==> src/rtl/mac_accumulator.sv <==
// Packet multiply-accumulate: each accepted beat contributes in_a*in_x to a running
// sum; the sum, beat count and overflow flag are held on the output until taken.

module array_multiplier #(
  parameter int WIDTH = 25
) (
  input  logic [WIDTH-1:0]   a_i,
  input  logic [WIDTH-1:0]   b_i,
  output logic [2*WIDTH-1:0] p_o
);
  // Row i adds the partial product a*b[i] into the running sum of rows 0..i-1.
  logic [2*WIDTH-1:0] row [WIDTH+1];

  assign row[0] = '0;

  for (genvar i = 0; i < WIDTH; i++) begin : g_row
    logic [2*WIDTH-1:0] pp;
    assign pp         = b_i[i] ? ((2*WIDTH)'(a_i) << i) : '0;
    assign row[i + 1] = row[i] + pp;
  end

  assign p_o = row[WIDTH];
endmodule

module mac_accumulator #(
  parameter int WIDTH     = 25,
  parameter int ACC_WIDTH = 64
) (
  input  logic                 clk,
  input  logic                 rst,
  input  logic                 in_valid,
  output logic                 in_ready,
  input  logic [WIDTH-1:0]     in_a,
  input  logic [WIDTH-1:0]     in_x,
  input  logic                 in_last,
  output logic                 out_valid,
  input  logic                 out_ready,
  output logic [ACC_WIDTH-1:0] out_sum,
  output logic [15:0]          out_count,
  output logic                 out_ovf,
  output logic [1:0]           dbg_state
);
  // Handshakes: a transfer happens on a rising edge where valid and ready are both 1;
  // valid never depends on ready, and the producer holds its payload while stalled.
  typedef enum logic [1:0] {
    IDLE  = 2'd0,
    ACCUM = 2'd1,
    HOLD  = 2'd2
  } state_t;

  state_t               state_q;
  logic                 s1_valid_q;
  logic                 s1_last_q;
  logic [WIDTH-1:0]     s1_a_q;
  logic [WIDTH-1:0]     s1_x_q;
  logic [ACC_WIDTH-1:0] acc_q;
  logic [15:0]          count_q;
  logic                 ovf_q;

  logic [2*WIDTH-1:0]   prod;
  logic [ACC_WIDTH-1:0] prod_ext;
  logic [ACC_WIDTH:0]   sum_d;
  logic [15:0]          count_d;
  logic                 accept;

  array_multiplier #(.WIDTH(WIDTH)) u_mult (
    .a_i (s1_a_q),
    .b_i (s1_x_q),
    .p_o (prod)
  );

  assign prod_ext = ACC_WIDTH'(prod);
  assign sum_d    = {1'b0, acc_q} + {1'b0, prod_ext};
  assign count_d  = (count_q == 16'hFFFF) ? count_q : count_q + 16'd1;

  // A last beat sitting in stage 1 blocks intake so the next packet cannot mix in.
  assign in_ready = (state_q != HOLD) && !(s1_valid_q && s1_last_q);
  assign accept   = in_valid && in_ready;

  always_ff @(posedge clk or posedge rst) begin
    if (rst) begin
      s1_valid_q <= 1'b0;
      s1_last_q  <= 1'b0;
      s1_a_q     <= '0;
      s1_x_q     <= '0;
    end else begin
      s1_valid_q <= accept;
      if (accept) begin
        s1_a_q    <= in_a;
        s1_x_q    <= in_x;
        s1_last_q <= in_last;
      end
    end
  end

  always_ff @(posedge clk or posedge rst) begin
    if (rst) begin
      state_q <= IDLE;
      acc_q   <= '0;
      count_q <= '0;
      ovf_q   <= 1'b0;
    end else begin
      case (state_q)
        IDLE: begin
          if (s1_valid_q) begin
            acc_q   <= prod_ext;
            count_q <= 16'd1;
            ovf_q   <= 1'b0;
            state_q <= s1_last_q ? HOLD : ACCUM;
          end
        end
        ACCUM: begin
          if (s1_valid_q) begin
            acc_q   <= sum_d[ACC_WIDTH-1:0];
            ovf_q   <= ovf_q | sum_d[ACC_WIDTH];
            count_q <= count_d;
            if (s1_last_q) state_q <= HOLD;
          end
        end
        HOLD: begin
          if (out_ready) state_q <= IDLE;
        end
        default: state_q <= IDLE;
      endcase
    end
  end

  assign out_valid = (state_q == HOLD);
  assign out_sum   = out_valid ? acc_q   : '0;
  assign out_count = out_valid ? count_q : '0;
  assign out_ovf   = out_valid & ovf_q;
  assign dbg_state = state_q;
endmodule

==> config.mk <==
export PLATFORM = sky130hd
export DESIGN_NAME = mac_accumulator
export DESIGN_NICKNAME = d
export VERILOG_FILES = /design/src/rtl/mac_accumulator.sv
export SDC_FILE = /design/constraint.sdc
export NUM_CORES = 2
export LEC_CHECK = 0
export CORE_ASPECT_RATIO = 0.5
export CORE_MARGIN = 1
export CORE_UTILIZATION = 50
export CTS_CLUSTER_SIZE = 24
export DETAILED_ROUTE_END_ITERATION = 12
export PLACE_DENSITY = 0.72
export SLEW_MARGIN = 20
export SYNTH_ARGS = -nofsm -noshare
export SYNTH_HDL_FRONTEND = slang
export SYNTH_SLANG_ARGS = --single-unit
==> constraint.sdc <==
create_clock -name clk -period 9.6 [get_ports clk]
set_input_delay 1.44 -clock clk [delete_from_list [all_inputs] [get_ports clk]]
set_output_delay 1.44 -clock clk [all_outputs]
set_load 0.05 [all_outputs]
* After elaboration in Yosys (flattened, before gate mapping) *
Cells that the tools add are included.

cells by class
  $add $sub $neg = 26
  equal/unequal tests = 9
  multiplexer cells = 43
  bitwise gates (word level) = 2
  reduce and logical (&&, ||, !) cells = 9

operators with widths
  operator                                   count
  50-bit adder                               18
  64-bit 2-to-1 mux                          3
  64-bit case mux with 2 select lines        1
  64-bit by 50-bit adder with 65-bit output  1
  16-bit 2-to-1 mux                          4
  50-bit by 41-bit adder with 50-bit output  1
  50-bit by 44-bit adder with 50-bit output  1
  50-bit by 45-bit adder with 50-bit output  1
  50-bit by 46-bit adder with 50-bit output  1
  50-bit by 48-bit adder with 50-bit output  1
  50-bit by 49-bit adder with 50-bit output  1
  49-bit 2-to-1 mux                          1
  48-bit 2-to-1 mux                          1
  47-bit 2-to-1 mux                          1
  46-bit 2-to-1 mux                          1
  45-bit 2-to-1 mux                          1
  44-bit 2-to-1 mux                          1
  43-bit 2-to-1 mux                          1
  42-bit 2-to-1 mux                          1
  41-bit 2-to-1 mux                          1
  40-bit 2-to-1 mux                          1
  39-bit 2-to-1 mux                          1
  38-bit 2-to-1 mux                          1
  37-bit 2-to-1 mux                          1
  other kinds (31)                           43

storage, ports and cells
  flip-flop bits (word level) = 135
  output and inout port bits = 85
  logic and storage cells = 97

* Logic depth before layout (Yosys ltp) *
  depth in word-level cells = 29
  gate-level depth with buffers = 38

* Modules after synthesis *
Synthesis repeated with hierarchy kept, for this count alone.

unflattened totals
  cell total of the unflattened synthesis = 3380
  area, all modules = 29174.2 µm²

by module, submodules not included
  module            times used  cells an instance  area each (µm²)  sequential area each (µm²)
  array_multiplier  1           2246               19901.6          0.0
  mac_accumulator   1           1134               9272.6           3378.2

* Least setup slack after synthesis *
OpenSTA, ideal clock, no wires.

  kind = reg2reg
  from = register s1_a_q[20]
  to = register acc_q[49]
  setup time = 0.126 ns
  data arrival time = 8.481 ns
  data required time = 9.474 ns
  slack = 0.993 ns
  stages on the path, launching flop included = 37
  buffers on the path = 3
  cell sequence = dfrtp_1 > clkbuf_1 > clkbuf_1 > nand2_1 > fa_1 > inv_1 > fa_1 > inv_1 > fa_1 > fa_1 > inv_1 > fa_1 > fa_1 > inv_1 > fa_1 > inv_1 > ha_1 > clkbuf_1 > a21oi_1 > o21ai_0 > a31oi_2 > o41ai_4 > a221o_1 > a21o_1 > a31oi_1 > xnor2_1 > ha_1 > a21oi_1 > o21bai_1 > a21oi_1 > a21boi_0 > o22ai_2 > or3_1 > a31oi_1 > xor2_1 > nor2_1 > a221o_1

on the way
  cells in the longest elaborated chain, start to end = 28

RTL lines
  item                                                    RTL line  source
  start, declared                                         54        logic [WIDTH-1:0] s1_a_q;
  start signal, assigned                                  89        s1_a_q <= in_a;
  25-bit 2-to-1 mux or 26-bit 2-to-1 mux (tied branches)  18        assign pp = b_i[i] ? ((2*WIDTH)'(a_i) << i) : '0;
  50-bit adder (15 in a row)                              19        assign row[i + 1] = row[i] + pp;
  50-bit by 41-bit adder with 50-bit output               19
  50-bit adder (2 in a row)                               19
  50-bit by 44-bit adder with 50-bit output               19
  50-bit by 45-bit adder with 50-bit output               19
  50-bit by 46-bit adder with 50-bit output               19
  50-bit adder                                            19
  50-bit by 48-bit adder with 50-bit output               19
  50-bit by 49-bit adder with 50-bit output (*)           19
  64-bit by 50-bit adder with 65-bit output               73        assign sum_d = {1'b0, acc_q} + {1'b0, prod_ext};
  64-bit 2-to-1 mux                                       113       if (s1_valid_q) begin
  64-bit case mux with 2 select lines (*)                 103       case (state_q)
  end signal, assigned                                    106       acc_q <= prod_ext;
  end signal, assigned                                    114       acc_q <= sum_d[ACC_WIDTH-1:0];
  end, declared                                           56        logic [ACC_WIDTH-1:0] acc_q;

Every way passes the cells marked *; elsewhere a longest branch is shown, timed or not. The select of a mux whose other input is x is not followed.
A chain may end at the register's enable or synchronous reset.

* Worst setup path after layout *
  from = register s1_x_q[20]
  to = register acc_q[49]

on the way
  cells in the longest elaborated chain, start to end = 9

RTL lines
  item                                           RTL line  source
  start, declared                                55        logic [WIDTH-1:0] s1_x_q;
  start signal, assigned                         90        s1_x_q <= in_x;
  45-bit 2-to-1 mux (*)                          18
  50-bit by 45-bit adder with 50-bit output (*)  19
  50-bit by 46-bit adder with 50-bit output (*)  19
  50-bit adder (*)                               19
  50-bit by 48-bit adder with 50-bit output (*)  19
  50-bit by 49-bit adder with 50-bit output (*)  19
  64-bit by 50-bit adder with 65-bit output      73
  64-bit 2-to-1 mux                              113
  64-bit case mux with 2 select lines (*)        103

Marked as above.

==> results.yml <==
logic_synthesis:
  ys_async_sr_fraction_pct: 100
  synth_seq_area_share_pct: 11.7
  synthTopCellsByCount: "nand2_1 (544), fa_1 (532), inv_1 (531), and2_1 (298), ha_1 (224)"
  netlist.area_leader.share_pct: 36.9
  synth-edff-count: 0
  ys_ff_latch: 135
  yosys_warnings: 0
  yosys-top-cells-area: "fa_1 (37%), dfrtp_1 (12%), ha_1 (9.7%), nand2_1 (7.1%), inv_1 (6.9%)"
  yosysMostFrequentCell: "nand2_1"
  synthCells: 3226
  synth_ff_type: "dfrtp_1"
  synth_compound_area_share_pct: 9.21
  synthMuxAreaShare_pct: 2.68
  synthAdderAreaFrac_pct: 46.6
  syn_area_um2: 28900
  synth_nets: 4037
  synth_top_family_by_area: "adder cells"
  synth_xor_xnor_area_share_pct: 3.00
  syn_avg_cell_area_um2: 8.95
  synth_largest_area_cell: "fa_1"
  synth-simple-area-share_pct: 17.5
  yosysUniqueCellTypes: 79
drt:
  dr.pass1.iters: 5
  antenna_left: 0
  wl_per_cell_um: 19.3
  drt-initial-drc-count: 1650
  avgViaCountPerCell: 5.49
  via_count: 22200
  drt-total-wl_mm: 78.0
  drc: 0
worst_setup_path:
  max_stage_delay_ns: 0.77
  crit_fanout: 15
  crit_path_top_delay_cell: "dfrtp_1"
  crit_required_ns: 9.94
  crit_type: "register to register"
  cp_common_cell: "fa_1"
  crit_arrival_ns: 9.50
  endpoint_kind: "register"
  startpoint_type: "register"
sta:
  period_needed_ns: 9.16
  clock.fmax_ghz: 0.109
  setup_tns_ns: 0
  drv_slew: 0
  slew_headroom_pct: 40.6
  timing.final.ws_setup_ns: 0.440
  finClkSkew_ns: 0.0134
  hold_violations: 0
  fin_crit_sh_pct: 95.4
  setup_violations: 0
  rsz0062_at_grt: "no"
  tightest_slew_ns: 0.891
clock_tree:
  clkTransAtPathRegs_ns: 0.07
  clock_path_buffers: 2
  cts_hold_buf: 0
  cts.htree.levels: 4
  clkSinkCount: 135
  clk_latency_ns: 0.47
  cts_root_buffer: "clkbuf_16"
  cts_buffers: 17
  cts_tree: "yes"
global_routing:
  gr-usage-all-layers_pct: 28.0
  overflow: 0
  use_met1_pct: 40.6
  grt_use_met3_pct: 8.36
  use_met2_pct: 41.3
  grt_antenna_before_repair: 3
  grt_busiest_layer: "met2"
  grt_max_degree: 83
  grt_pass1_wl_mm: 127
  grt_pass1_vias: 22800
die:
  die_x_um: 342
  io_pins: 140
  core-area_um2: 56300
  dieHeight_um: 172
  dieArea_um2: 58800
  placementRows: 61
  start_util_pct: 51.3
outcome:
  status: "completed"
final_layout:
  drive_gt1_share_pct: 6.84
  fillers: 4962
  area_delta_synth_final_pct: 10.0
  final_nets: 4088
  diodes: 0
  final_util_pct: 56.5
  regArea_um2: 3410
  multi_input_area_um2: 22800
worst_hold_path:
  hold_path_class: "register to register"
job:
  cap_violations: 0
placement:
  place_hpwl_mm: 63.7
  dp_slack_ns: 0.291
  port_buffers: 139
  place_congestion: 0.935
## timing repair
action	CTS	global route
gates resized for setup	0	32
setup buffers	0	2
endpoints found under the setup margin	0	16
## critical path: cells and delay by family (launching register included)
family | cells | cell delay, ns
and+or+nand+nor | 3 | 0.58
DFF | 1 | 0.77
AOI/OAI and AO/OA | 14 | 2.79
buffers and inverters | 3 | 0.18
xor gates and xnor gates | 2 | 0.38
adders and majority gates | 9 | 4.33
## logic make-up after synthesis
logic type	after synthesis
simple gates	1055
fa+ha+maj	756
buf+inv	714
compound gates	396
flops	135
xor+xnor	99
mux	71
## placed cells by master (no fill, tap or decap), types with 51 or more instances in the layout
cell,count
ha_1,223
buf_4,70
a21o_1,53
nor2_1,72
o21ai_0,54
mux2_2,51
nand2_1,543
inv_1,530
dfrtp_1,108
a21oi_1,111
fa_1,532
clkdlybuf4s50_1,139
xnor2_1,51
and2_1,298
## flip-flops by register name, indices dropped and copies added (netlist names)
name	cells
s1_a_q	25
s1_x_q	25
dbg_state	2
s1_valid_q	1
ovf_q	1
count_q	16
s1_last_q	1
acc_q	64
## final timing paths
kind	start	endpoint	slack, ns	depth (start not counted)
worst max-delay path	s1_x_q[20]	acc_q[49]	0.44	31
max in group asynchronous	rst	dbg_state[0]	6.75	3
worst min register to register	ovf_q	ovf_q	0.50	1
worst max register to register	s1_x_q[20]	acc_q[49]	0.44	31
worst min-delay path	ovf_q	ovf_q	0.50	1
min in group asynchronous	rst	s1_x_q[1]	1.56	2
## metal layers
layer / part of all wire, % / up-vias / wire (µm)
li1: - / 10100 / -
met1: 45 / 11100 / 35100
met2: 42 / 874 / 33100
met3: 11 / 72 / 8370
met4: 1.7 / 4 / 1330
met5: 0.044 / - / 34
## stage by stage
| stage | hold WS (ns) | cells | cell area, µm² |
|---|---|---|---|
| 2_1_floorplan | 0.456 | 3226 | 28900 |
| 3_3_place_gp | 0.474 | 4012 | 31100 |
| 3_5_place_dp | 0.480 | 4012 | 31100 |
| 4_1_cts | 0.507 | 4044 | 31700 |
| 5_1_grt | 0.532 | 4046 | 31800 |
| 6_report | 0.499 | 4046 | 31800 |
## layout make-up
cell class,instances,area share [%]
Multi-Input combinational cell,2377,71.8
Sequential cell,135,10.7
Timing Repair Buffer,214,6.32
Inverter,532,6.30
Tap cell,756,2.98
Clock buffer,19,1.39
Clock inverter,13,0.437
Power is left out: the tool's default activity adds up to more than one toggle a clock period on the data nets, which glitch-free logic cannot reach.
